==> src/rtl/wb_write_arbiter_pkg.sv <==
// rtl/wb_write_arbiter_pkg.sv - shared widths, defaults and entry type for the write-port arbiter
package wb_write_arbiter_pkg;

  localparam int RegAddrWidth = 5;
  localparam int RegWidth     = 32;
  localparam int WbArbDepth   = 2;
  localparam int WbArbMaxWait = 8;

  typedef struct packed {
    logic [RegAddrWidth-1:0] addr;
    logic [RegWidth-1:0]     data;
  } cop_entry_t;

  function automatic logic [31:0] reg_onehot(input logic [RegAddrWidth-1:0] addr);
    logic [31:0] m;
    m       = '0;
    m[addr] = 1'b1;
    return m;
  endfunction

endpackage

==> src/rtl/wb_cop_fifo.sv <==
// rtl/wb_cop_fifo.sv - synchronous coprocessor result FIFO with per-entry valid/addr visibility
module wb_cop_fifo
  import wb_write_arbiter_pkg::*;
#(
  parameter int DEPTH = WbArbDepth
) (
  input  logic                          clk,
  input  logic                          rst,
  input  logic                          push,
  input  logic [RegAddrWidth-1:0]       push_addr,
  input  logic [RegWidth-1:0]           push_data,
  input  logic                          pop,
  output logic                          full,
  output logic                          empty,
  output logic [RegAddrWidth-1:0]       head_addr,
  output logic [RegWidth-1:0]           head_data,
  output logic [DEPTH-1:0]              entry_valid,
  output logic [DEPTH*RegAddrWidth-1:0] entry_addr
);

  localparam int PtrW = $clog2(DEPTH);
  localparam int CntW = $clog2(DEPTH + 1);

  cop_entry_t       mem [DEPTH];
  logic [DEPTH-1:0] valid_q;
  logic [PtrW-1:0]  head_q;
  logic [PtrW-1:0]  tail_q;
  logic [CntW-1:0]  count_q;
  logic             do_push;
  logic             do_pop;

  assign full    = (count_q == CntW'(DEPTH));
  assign empty   = (count_q == '0);
  assign do_push = push && !full;
  assign do_pop  = pop && !empty;

  // Pointers wrap naturally because DEPTH is a power of two.
  always_ff @(posedge clk) begin
    if (rst) begin
      head_q  <= '0;
      tail_q  <= '0;
      count_q <= '0;
      valid_q <= '0;
    end else begin
      if (do_push) begin
        valid_q[tail_q] <= 1'b1;
        tail_q          <= tail_q + 1'b1;
      end
      if (do_pop) begin
        valid_q[head_q] <= 1'b0;
        head_q          <= head_q + 1'b1;
      end
      count_q <= count_q + CntW'(do_push) - CntW'(do_pop);
    end
  end

  always_ff @(posedge clk) begin
    if (do_push) begin
      mem[tail_q] <= '{addr: push_addr, data: push_data};
    end
  end

  assign head_addr   = mem[head_q].addr;
  assign head_data   = mem[head_q].data;
  assign entry_valid = valid_q;

  for (genvar i = 0; i < DEPTH; i++) begin : g_entry_addr
    assign entry_addr[i*RegAddrWidth +: RegAddrWidth] = mem[i].addr;
  end

endmodule

==> src/rtl/wb_write_arbiter.sv <==
// rtl/wb_write_arbiter.sv - register-file write port shared by write-back and AES coprocessor
// Optional starvation guard: WBARB_STARVE_EN
module wb_write_arbiter
  import wb_write_arbiter_pkg::*;
#(
  parameter int FIFO_DEPTH = WbArbDepth,
  parameter int MAX_WAIT   = WbArbMaxWait
) (
  input  logic                    clk,
  input  logic                    rst,
  input  logic                    wb_w_enable_i,
  input  logic [RegAddrWidth-1:0] wb_w_addr_i,
  input  logic [RegWidth-1:0]     wb_w_data_i,
  input  logic                    cop_req_i,
  input  logic [RegAddrWidth-1:0] cop_addr_i,
  input  logic [RegWidth-1:0]     cop_data_i,
  output logic                    cop_ready_o,
  output logic                    stall_o,
  output logic [31:0]             pend_mask_o,
  output logic                    w_enable_o,
  output logic [RegAddrWidth-1:0] w_addr_o,
  output logic [RegWidth-1:0]     w_data_o
);

  if (FIFO_DEPTH < 2 || (FIFO_DEPTH & (FIFO_DEPTH - 1)) != 0 || MAX_WAIT < 1) begin : g_bad_param
    $error("wb_write_arbiter: FIFO_DEPTH must be a power of two >= 2 and MAX_WAIT >= 1");
  end

  logic                               full;
  logic                               empty;
  logic                               push;
  logic                               pop;
  logic                               slot_busy;
  logic [RegAddrWidth-1:0]            head_addr;
  logic [RegWidth-1:0]                head_data;
  logic [FIFO_DEPTH-1:0]              entry_valid;
  logic [FIFO_DEPTH*RegAddrWidth-1:0] entry_addr;
  logic [31:0]                        pend;

  // Writes to x0 complete the handshake but are never queued.
  assign cop_ready_o = !rst && !full;
  assign push        = cop_req_i && cop_ready_o && (cop_addr_i != '0);

`ifdef WBARB_STARVE_EN
  localparam int WaitW = $clog2(MAX_WAIT + 1);
  logic [WaitW-1:0] wait_q;

  assign stall_o = !rst && (wait_q == WaitW'(MAX_WAIT));

  always_ff @(posedge clk) begin
    if (rst || pop || empty) begin
      wait_q <= '0;
    end else if (wait_q != WaitW'(MAX_WAIT)) begin
      wait_q <= wait_q + 1'b1;
    end
  end
`else
  assign stall_o = 1'b0;
`endif

  // A stalled pipeline slot counts as free, which is how the guard forces a pop.
  assign slot_busy = wb_w_enable_i && (wb_w_addr_i != '0) && !stall_o;
  assign pop       = !rst && !empty && !slot_busy;

  wb_cop_fifo #(.DEPTH(FIFO_DEPTH)) u_fifo (
    .clk         (clk),
    .rst         (rst),
    .push        (push),
    .push_addr   (cop_addr_i),
    .push_data   (cop_data_i),
    .pop         (pop),
    .full        (full),
    .empty       (empty),
    .head_addr   (head_addr),
    .head_data   (head_data),
    .entry_valid (entry_valid),
    .entry_addr  (entry_addr)
  );

  always_comb begin
    w_enable_o = 1'b0;
    w_addr_o   = '0;
    w_data_o   = '0;
    if (!rst && slot_busy) begin
      w_enable_o = 1'b1;
      w_addr_o   = wb_w_addr_i;
      w_data_o   = wb_w_data_i;
    end else if (pop) begin
      w_enable_o = 1'b1;
      w_addr_o   = head_addr;
      w_data_o   = head_data;
    end
  end

  always_comb begin
    pend = '0;
    for (int i = 0; i < FIFO_DEPTH; i++) begin
      if (entry_valid[i]) begin
        pend = pend | reg_onehot(entry_addr[i*RegAddrWidth +: RegAddrWidth]);
      end
    end
  end

  assign pend_mask_o = rst ? 32'h0 : (pend & ~32'h1);

endmodule

==> config.mk <==
export PLATFORM = sky130hd
export DESIGN_NAME = wb_write_arbiter
export DESIGN_NICKNAME = d
export VERILOG_FILES = /design/src/rtl/wb_write_arbiter_pkg.sv /design/src/rtl/wb_cop_fifo.sv /design/src/rtl/wb_write_arbiter.sv
export SDC_FILE = /design/constraint.sdc
export NUM_CORES = 1
export LEC_CHECK = 0
export CAP_MARGIN = 20
export CORE_AREA = 8 8 141 143
export CTS_CLUSTER_SIZE = 30
export DETAILED_ROUTE_END_ITERATION = 8
export DIE_AREA = 0 0 149 151
export PLACE_DENSITY = 0.44
export SLEW_MARGIN = 10
export SYNTH_ARGS = -nofsm -noshare
export SYNTH_HDL_FRONTEND = slang
export SYNTH_SLANG_ARGS = --single-unit
==> constraint.sdc <==
create_clock -name clk -period 6.2 [get_ports clk]
set_input_delay 0.62 -clock clk [delete_from_list [all_inputs] [get_ports clk]]
set_output_delay 0.62 -clock clk [all_outputs]
set_load 0.005 [all_outputs]
After elaboration in Yosys (flattened, before gate mapping) --
Memories as Yosys holds them, arrays and structs flattened. A register that Yosys moved wholly into a read port is not among the register bits. Index checks and enable logic that the tools add are counted.
Word-level totals: output and inout port bits 72, input bits 78, memories kept 1, word-level logic and storage cells 66, flip-flop bits (word level) 6, memory bits (writable) 74
Memories:
- u_fifo.mem | words 2, bits a word 37, rd ports 3, clocked after Yosys merged registers in 1, wr ports 1, RTL line wb_cop_fifo.sv:24 | cop_entry_t mem [DEPTH];
Operators by class: add/subtract/negate cells 4, mux-type cells 24, bitwise gates (word level) 4, equality and inequality tests 1, order comparisons 8, reductions and logical operators 20
Operator list (count):
- 2-to-1 mux 32 bit | 5
- bitwise OR 32 bit | 1
- logical AND 1 bit | 13
- less-than comparator 5 x 6 -> 1 bit (second input constant) | 2
- demux 1 bit (select 5 bit) | 2
- greater-or-equal comparator 5 x 1 -> 1 bit (second input constant) | 2
- 2-to-1 mux 1 bit | 10
- 2-to-1 mux 5 bit | 2
- nonzero test 5 bit | 2
- 2-to-1 mux 2 bit | 3
- zero test 1 bit | 4
- less-than comparator 1 x 2 -> 1 bit (second input constant) | 2
- adder 1 bit (second input constant) | 2
- adder 2 x 1 -> 2 bit | 1
- AND 2 bit | 1
- demux 1 bit (select 1 bit) | 2
- == test 2 bit (second input constant) | 1
- greater-or-equal comparator 1 bit (second input constant) | 2
- zero test 2 bit | 1
- inverter 2 bit | 1
- bitwise OR 2 bit | 1
- subtractor 2 x 1 -> 2 bit | 1

Depth between registers and ports, before layout --
Gate-level depths: netlist (run 1).
word-level depth 10, depth in mapped cells 7, mapped depth without buffers 6

Hierarchy --
A second synthesis (run 1) with hierarchy kept.
Unflattened totals: cells, all modules 492, area total of the unflattened synthesis 5233.8 µm²
Modules (own cells, without submodules):
- wb_cop_fifo | cells an instance 160, area an instance 3060.4 µm², sequential area each 2362.3 µm², times used 1
- wb_write_arbiter | cells an instance 332, area an instance 2173.3 µm², sequential area each 0.0 µm², times used 1

Worst setup path after synthesis (run 1) --
OpenSTA, ideal clock, no wires.
path type in2reg, from input rst, to memory u_fifo.mem[1][0] in the netlist's numbering (enable), slack 3.800 ns, required time 5.802 ns, setup time 0.398 ns, stages on the path 3, data arrival time 2.002 ns, buffers on the path 0, cells stage by stage a21oi_1 > and3_1 > and2_1
On the way: cells in the longest elaborated chain, start to end 7
RTL lines:
- from (decl) | RTL line wb_write_arbiter.sv:10 | input logic rst,
- zero test 1 bit | RTL line wb_write_arbiter.sv:41 | assign cop_ready_o = !rst && !full;
- logical AND 1 bit | RTL line wb_write_arbiter.sv:41
- logical AND 1 bit (2 in series) | RTL line wb_write_arbiter.sv:42 | assign push = cop_req_i && cop_ready_o && (cop_addr_i != '0);
- logical AND 1 bit | RTL line wb_cop_fifo.sv:34 | assign do_push = push && !full;
- 2-to-1 mux 1 bit | RTL line wb_cop_fifo.sv:58 | if (do_push) begin
- 2-to-1 mux 1 bit (not written as such) | RTL line wb_cop_fifo.sv:59 | mem[tail_q] <= '{addr: push_addr, data: push_data};
- to (decl) | RTL line wb_cop_fifo.sv:24
No other way between the ends.

Worst setup path after layout (run 1) --
from input rst, to output w_addr_o[2]
On the way: cells in the longest elaborated chain, start to end 5, elaborated cells on any way between the ends 6, classes of those cells mux: 2; reduce/logical: 4
RTL lines:
- zero test 1 bit * | RTL line wb_write_arbiter.sv:63, wb_write_arbiter.sv:84
- logical AND 1 bit (2 in series) | RTL line wb_write_arbiter.sv:63 | assign pop = !rst && !empty && !slot_busy;
- 2-to-1 mux 5 bit | RTL line wb_write_arbiter.sv:88 | end else if (pop) begin
- 2-to-1 mux 5 bit * | RTL line wb_write_arbiter.sv:84 | if (!rst && slot_busy) begin
- to (decl) | RTL line wb_write_arbiter.sv:21 | output logic [RegAddrWidth-1:0] w_addr_o,
Every way passes the cells marked *; elsewhere a longest branch is shown, timed or not.

==> flow_summary.ini, run 1 <==
[run_status]
status = completed

[detailed_routing]
drc_errors = 0
drtIter0Drc = 105
vias = 3005
antenna_left = 0
via_per_inst = 4.45
wl_um = 11700
routedWlPerCell_um = 17.3
firstDrtPassIters = 5

[min_path]
hold_class = flip-flop to flip-flop
hold_path_depth = 1

[timing]
period_share = 0.626
finalSetupTns_ns = 0
finalSetupViolCount = 0
max_freq_mhz = 258
slew_violations = 0
max_slew_margin = 0.323
rsz0062_at_grt = no
period_minus_slack_ns = 3.88
hold_viol_final = 0
clock-skew-final_ns = 0.00818
tightestPinTransition_ns = 1.02

[yosys]
synth_ff_type = edfxtp_1
seq_area_frac_synth = 0.596
synth-edff-count = 74
synthArstFlopShare = 0
synthXorXnorAreaFrac = 0.00663
synth_top_family_by_area = compound AO/OA/AOI/OAI gates
synth_mux_area_frac = 0.0934
synthAdderAreaFrac = 0.00316
synthCells = 308
synth_warnings = 0
synth_cell_types = 38
syn-cell-area_sq_mm = 0.00396
avgSynthCellArea_sq_um = 12.9
synth_compound_area_frac = 0.162
yosys.area_share.simple = 0.100
ys_ff_latch = 81

[floorplan]
die-area_sq_mm = 0.0225
core_area_sq_mm = 0.0177
initial_core_util = 0.224
fp.dieW_um = 149
num_rows = 49
fp.dieH_um = 151
io-pin-count = 150

[critical_path]
cp_max_fo = 41
critPathKind = primary input to primary output
cp-start-kind = primary input
cp-end-kind = primary output
r2r_cells = 4
required_ns = 5.58
critPathArrivalTime_ns = 3.26

[global_route]
antenna_found_initial = 0
grt_pass1_vias = 3271
grt_max_degree = 42
grt.total_usage = 0.103
grt_pass1_wl_um = 18100
overflow = 0

[finish]
diodes = 0
drive_gt1_frac = 0.0537
n_fill_cell = 1784
final_common_cell = clkdlybuf4s50_1
final_area_sq_mm = 0.00591
final_util = 0.335
layout.nets = 521
final_cell_mix = clkdlybuf4s50_1 (147), edfxtp_1 (74), nor2_1 (40)
area_growth_pct = 49.1

[clock_tree]
cts_resized = 0
cts_tree = yes
clk_pin_slew_ns = 0.06
cts_hold_buf = 0
cts_buffers = 9
clockRootBuffer = clkbuf_16
clock_tree.htree_level_count = 3
insertion_delay_ns = 0.33
post_cts_buffers = 0
cts_buffer_depth = 2
cts_sinks = 81

[placement]
portBuffers = 147
dpl-instance-area_sq_mm = 0.00562
place_hpwl_um = 8670
gp_congestion = 0.750

[power]
power.switching_w = 0.000296
vdd_ir_drop_max_mv = 0.0999
p_int_w = 0.00104
power.density_mw_per_mm2 = 225
p_comb_frac = 0.130
p_sw_frac = 0.223
clkPwrFrac = 0.392
seqPwrFrac = 0.478
cellLeakagePower_nw = 1.83

[job]
drv_cap = 0
==> state kept, by name, summed over array words and instances, names as in the netlist, named ones only <==
signal,flops
u_fifo.tail_q,1
u_fifo.entry_valid,2
u_fifo.mem,74
u_fifo.head_q,1
u_fifo.count_q,2
==> stage by stage <==
step                      power [W]  setup slack, ns  std cells  hold slack (ns)
after floorplan            0.000717             3.80        309            0.465
after global placement     0.000822             2.24        660            0.491
after detailed placement   0.000825             2.20        660            0.500
after CTS                   0.00135             2.20        676            0.512
after global routing        0.00139             2.12        676            0.517
final                       0.00133             2.32        676            0.511
==> metal layers <==
layer	part of all wire	vias up	track usage
li1	-	1466	-
met1	0.44	1412	0.121
met2	0.46	121	0.166
met3	0.098	6	0.0457
met4	0.0083	0	0.0288
met5	0	-	0
==> cell families after synthesis <==
logic type,after synthesis
AOI/OAI and AO/OA,78
xor gates and xnor gates,3
adders and majority gates,1
buffers and inverters,30
DFF,81
muxes,37
other,1
and+or+nand+nor,77
==> worst max-delay path, stage by stage <==
cell	delay, ns
clkdlybuf4s50_1	0.40
buf_4	0.25
o21ba_2	0.31
nand3_2	0.62
o2bb2ai_1	0.50
clkdlybuf4s50_1	0.56
==> cell type report <==
class	count	area, sq um	share of cell area
timing repair buffer	150	1490	0.253
multi-input combinational	198	1470	0.248
sequential	81	2360	0.400
tap	229	287	0.0485
inverter	2	7.51	0.00127
clock inverter	6	65.1	0.0110
clock buffer	10	229	0.0387
==> power groups by stage <==
stage / logic, W / registers [W] / clock network [W]
after floorplan: 0.0000744 / 0.000642 / 0
after global placement: 0.000175 / 0.000647 / 0
after detailed placement: 0.000177 / 0.000648 / 0
after CTS: 0.000178 / 0.000636 / 0.000540
after global routing: 0.000190 / 0.000639 / 0.000565
final: 0.000173 / 0.000636 / 0.000523
==> Yosys cell counts (all sizes together), types with 2 or more instances <==
| cell | n | share of area |
|---|---|---|
| mux2i | 37 | 0.093 |
| nand2 | 5 | 0.0047 |
| o21ai | 2 | 0.0025 |
| and3 | 5 | 0.0079 |
| edfxtp | 74 | 0.56 |
| nor2 | 41 | 0.039 |
| and3b | 6 | 0.013 |
| or3 | 2 | 0.0044 |
| inv | 2 | 0.0019 |
| o2bb2ai | 37 | 0.082 |
| o31ai | 2 | 0.0073 |
| nor3 | 3 | 0.0038 |
| buf | 13 | 0.022 |
| nand2b | 2 | 0.0032 |
| a22oi | 31 | 0.059 |
| a21oi | 2 | 0.0025 |
| clkbuf | 15 | 0.014 |
| nor3b | 8 | 0.015 |
| xor2 | 2 | 0.0044 |
| dfxtp | 7 | 0.035 |
==> worst paths after layout <==
| kind | from | end | slack, ns |
|---|---|---|---|
| max | rst | w_addr_o[2] | 2.32 |
| min | u_fifo.head_q | u_fifo.entry_valid[1] | 0.51 |
| max reg2reg | u_fifo.count_q[0] | u_fifo.mem[1][16] | 3.93 |
| min reg2reg | u_fifo.head_q | u_fifo.entry_valid[1] | 0.51 |
Note: power is estimated with default switching activity, not from simulation.
==> run 2: changes to the inputs <==
==> constraint.sdc (replaced) <==
create_clock -name clk -period 3.71 [get_ports clk]
set_input_delay 0.371 -clock clk [delete_from_list [all_inputs] [get_ports clk]]
set_output_delay 0.371 -clock clk [all_outputs]
set_load 0.005 [all_outputs]
==> run 2 against run 1 <==
- via count increased by 0.90%
- total power increased by 74%
- clock-buffer cell count unchanged
- sequential share of layout area decreased by 0.44 points
- critical path type unchanged
- clock skew decreased by 0.0037 ns
- combinational power increased by 69%
- non-clock buffer count increased by 2
- wire length increased by 0.31%
- sequential cell count unchanged
- die area unchanged
- largest cell class unchanged
==> flow_summary.ini, run 2 (synthesis gave the netlist of run 1 again) <==
[timing]
slew_violations = 0
period_minus_slack_ns = 2.97
finalSetupTns_ns = 0
clock-skew-final_ns = 0.00447
hold_viol_final = 0
max_slew_margin = 0.407
period_share = 0.800
rsz0062_at_grt = no
finalSetupViolCount = 0
hold_slack_ns = 0.519
max_freq_mhz = 337
tightestPinTransition_ns = 0.887

[global_route]
grt_pass1_vias = 3237
grt_max_degree = 40
overflow = 0
grt_pass1_wl_um = 17700
grt.total_usage = 0.102
antenna_found_initial = 0

[clock_tree]
insertion_delay_ns = 0.33
cts_buffers = 9
clk_pin_slew_ns = 0.06
cts_tree = yes
clock_tree.htree_level_count = 3
clockRootBuffer = clkbuf_16
cts_buffer_depth = 2
cts_resized = 0
cts_hold_buf = 0
post_cts_buffers = 0
cts_sinks = 81

[floorplan]
initial_core_util = 0.224
num_rows = 49
core_area_sq_mm = 0.0177
io-pin-count = 150
fp.dieH_um = 151
die-area_sq_mm = 0.0225
fp.dieW_um = 149

[critical_path]
required_ns = 3.34
cp_max_fo = 38
critPathArrivalTime_ns = 2.60
critPathKind = primary input to primary output
cp-end-kind = primary output
cp-start-kind = primary input

[detailed_routing]
antenna_left = 0
vias = 3032
via_per_inst = 4.47
routedWlPerCell_um = 17.3
drtIter0Drc = 110
drc_errors = 0
firstDrtPassIters = 4
wl_um = 11700

[power]
total_power_w = 0.00231
p_comb_frac = 0.127
vdd_ir_drop_max_mv = 0.176
seqPwrFrac = 0.461
power.density_mw_per_mm2 = 387
power.switching_w = 0.000510
clkPwrFrac = 0.413
p_int_w = 0.00180
p_sw_frac = 0.221
cellLeakagePower_nw = 1.85

[placement]
gp_congestion = 0.712
portBuffers = 147
place_inst = 662
place_hpwl_um = 8730

[finish]
regMostFlops = u_fifo.mem
diodes = 0
area_growth_pct = 50.8
final_common_cell = clkdlybuf4s50_1
final_cells = 678
largest_reg_flops = 74
drive_gt1_frac = 0.0601
final_cell_mix = clkdlybuf4s50_1 (147), edfxtp_1 (74), nor2_1 (40)
layout.nets = 523

[job]
drv_cap = 0

[run_status]
status = completed

[min_path]
hold_class = flip-flop to flip-flop
[run 2: cell types whose count changed in the layout (fill, tap and decap cells not counted), sizes merged]
| cell | change |
|---|---|
| buf | +2 |
| bufinv | +1 |
| clkinv | -1 |
| clkinvlp | +1 |
| inv | -1 |
[run 2: cell type report]
| cell class | count | area [sq um] |
|---|---|---|
| repair buffers | 152 | 1530 |
| fillers | 1756 | 11700 |
| clock inverters | 6 | 90.1 |
| flip-flops and latches | 81 | 2360 |
| inverters | 2 | 7.51 |
| well taps | 229 | 287 |
| clock buffers | 10 | 229 |
| multi-input cells | 198 | 1470 |
[run 2: power groups by stage]
stage / clock network (W) / registers, W / logic, W
2_1_floorplan: 0 / 0.00107 / 0.000124
3_3_place_gp: 0 / 0.00108 / 0.000294
3_5_place_dp: 0 / 0.00109 / 0.000298
4_1_cts: 0.000982 / 0.00107 / 0.000299
5_1_grt: 0.00102 / 0.00107 / 0.000318
6_report: 0.000954 / 0.00107 / 0.000293
[run 2: worst paths after layout]
| check | from | end | slack (ns) | cells after the start |
|---|---|---|---|---|
| max reg2reg | u_fifo.count_q[0] | u_fifo.mem[1][3] | 1.68 | 5 |
| min | u_fifo.head_q | u_fifo.entry_valid[1] | 0.52 | 1 |
| min reg2reg | u_fifo.head_q | u_fifo.entry_valid[1] | 0.52 | 1 |
| max | wb_w_addr_i[1] | w_addr_o[1] | 0.74 | 6 |
[run 2: critical path: stages]
cell,delay (ns)
clkdlybuf4s50_1,0.54
or3_4,0.17
o31ai_4,0.06
nor2_4,0.68
o2bb2ai_1,0.19
clkdlybuf4s50_1,0.58
[run 2: per-stage QoR]
stage | instance area [sq um] | util | setup slack (ns)
2_1_floorplan | 3970 | - | 1.49
3_3_place_gp | 5660 | 0.320 | 0.716
3_5_place_dp | 5660 | 0.320 | 0.664
4_1_cts | 5980 | 0.339 | 0.662
5_1_grt | 5980 | 0.339 | 0.548
6_report | 5980 | 0.339 | 0.744
[run 2: per-layer routing]
layer	GRT usage	vias up	share of wire
li1	-	1467	-
met1	0.117	1406	0.42
met2	0.164	141	0.46
met3	0.0403	18	0.099
met4	0.0464	0	0.016
met5	0	-	0
==> run 3: changes to the inputs <==
--- a/config.mk
+++ b/config.mk
@@ -10,7 +10,7 @@
 export CTS_CLUSTER_SIZE = 30
 export DETAILED_ROUTE_END_ITERATION = 8
 export DIE_AREA = 0 0 149 151
-export PLACE_DENSITY = 0.44
+export PLACE_DENSITY = 0.45
 export SLEW_MARGIN = 10
 export SYNTH_ARGS = -nofsm -noshare
 export SYNTH_HDL_FRONTEND = slang
==> constraint.sdc (replaced) <==
create_clock -name clk -period 2.4 [get_ports clk]
set_input_delay 0.24 -clock clk [delete_from_list [all_inputs] [get_ports clk]]
set_output_delay 0.24 -clock clk [all_outputs]
set_load 0.005 [all_outputs]
==> run 3 against run 2 <==
- non-clock buffer count increased by 15
- critical path depth fell by 2
- wire length increased by 1.8%
- clock-buffer cell count unchanged
- register-to-register slack worse by 0.94 ns
- final cell count grew 2.1%
- worst hold slack got worse by 0.057 ns
- clock skew grew 0.0015 ns
- via count rose by 1.3%
- die area is the same
- combinational power increased by 57%
- cell area is 2.4% higher
- critical path type is now flip-flop to primary output
- critical endpoint is now pend_mask_o[9]
==> flow_summary.ini, run 3 (synthesis gave the netlist of run 1 again) <==
[finish]
n_fill_cell = 1745
final_common_cell = clkdlybuf4s50_1
register_area_sq_mm = 0.00236
drive_gt1_frac = 0.104
final_cells = 692
final_util = 0.347
regMostFlops = u_fifo.mem
area_growth_pct = 54.4
final_area_sq_mm = 0.00612
multi_input_area_sq_mm = 0.00150
diodes = 0
layout.nets = 538
largest_reg_flops = 74
final_cell_mix = clkdlybuf4s50_1 (109), edfxtp_1 (74), nor2_1 (38)

[floorplan]
io-pin-count = 150
core_area_sq_mm = 0.0177
fp.dieW_um = 149
die-area_sq_mm = 0.0225
num_rows = 49
initial_core_util = 0.224
fp.dieH_um = 151

[critical_path]
cp-start-kind = flip-flop
required_ns = 2.16
cp-end-kind = primary output
cp_max_fo = 8
critPathArrivalTime_ns = 2.04
critPathKind = flip-flop to primary output

[clock_tree]
cts_buffer_depth = 2
insertion_delay_ns = 0.33
post_cts_buffers = 0
cts_tree = yes
cts_sinks = 81
clk_pin_slew_ns = 0.06
clockRootBuffer = clkbuf_16
clock_tree.htree_level_count = 3
cts_buffers = 9

[global_route]
antenna_found_initial = 0
grt.total_usage = 0.104
grtUsageMet1 = 0.117
met2_usage = 0.179
grt_max_degree = 39
grt-busiest-layer = met2
grtUsageMet3 = 0.0362
grt_pass1_wl_um = 18200
grt_pass1_vias = 3440
overflow = 0

[power]
total_power_w = 0.00353
power.density_mw_per_mm2 = 577
cellLeakagePower_nw = 2.09
vdd_ir_drop_max_mv = 0.339

[placement]
place_hpwl_um = 9210
place_inst = 677
dpl-instance-area_sq_mm = 0.00582
portBuffers = 147
gp_congestion = 0.788

[timing]
period_share = 0.949
clock-skew-final_ns = 0.00595
slew_violations = 0
period_minus_slack_ns = 2.28
hold_slack_ns = 0.462
max_freq_mhz = 439
hold_viol_final = 0
finalSetupViolCount = 0
rsz0062_at_grt = no

[detailed_routing]
drtIter0Drc = 95
firstDrtPassIters = 5
wl_um = 11900
drc_errors = 0
routedWlPerCell_um = 17.2
vias = 3072
via_per_inst = 4.44
antenna_left = 0

[min_path]
hold_class = primary input to flip-flop

[run_status]
status = completed

[job]
drv_cap = 0
## run 3: power breakdown
group / total, W / internal [W] / switching (W) / leakage (nW)
registers: 0.00165 / 0.00161 / 0.0000367 / 0.737
clock network: 0.00143 / 0.000905 / 0.000521 / 0.147
logic: 0.000461 / 0.000260 / 0.000201 / 1.21
## run 3: cell type report
type | instances | share of cell area
Clock inverter | 5 | 0.0131
Tap cell | 229 | 0.0468
Sequential cell | 81 | 0.386
Clock buffer | 10 | 0.0374
Timing Repair Buffer | 167 | 0.270
Multi-Input combinational cell | 198 | 0.245
Inverter | 2 | 0.00123
## run 3: layer usage
layer  part of all wire  vias up
met5                  0        -
met4              0.013        0
met3              0.087       11
met2               0.46      123
met1               0.44     1434
li1                   -     1504
## run 3: final timing paths
check / start / endpoint / slack (ns) / cells after the start
worst max-delay path: u_fifo.mem[1][33] / pend_mask_o[9] / 0.12 / 4
worst min-delay path: wb_w_addr_i[2] / u_fifo.entry_valid[0] / 0.46 / 5
worst max register to register: u_fifo.count_q[0] / u_fifo.mem[1][8] / 0.74 / 5
worst min register to register: u_fifo.tail_q / u_fifo.tail_q / 0.51 / 2
## run 3: metrics by stage
stage	setup TNS [ns]	setup WS [ns]
2_1_floorplan	0	0.180
3_3_place_gp	-0.733	-0.0388
3_5_place_dp	-1.90	-0.0663
4_1_cts	0	0.00738
5_1_grt	0	0.0229
6_report	0	0.123
## run 3: critical path, cell delays in order (launching register included)
cell             delay [ns]
edfxtp_1               0.44
and3b_1                0.45
a22oi_1                0.15
nor2_1                 0.14
clkdlybuf4s50_1        0.53
## run 3: timing repair
item,4_1_cts,5_1_grt
pin swaps,0,0
endpoints found under the setup margin,39,19
hold buffers,0,0
gates resized for setup,39,8
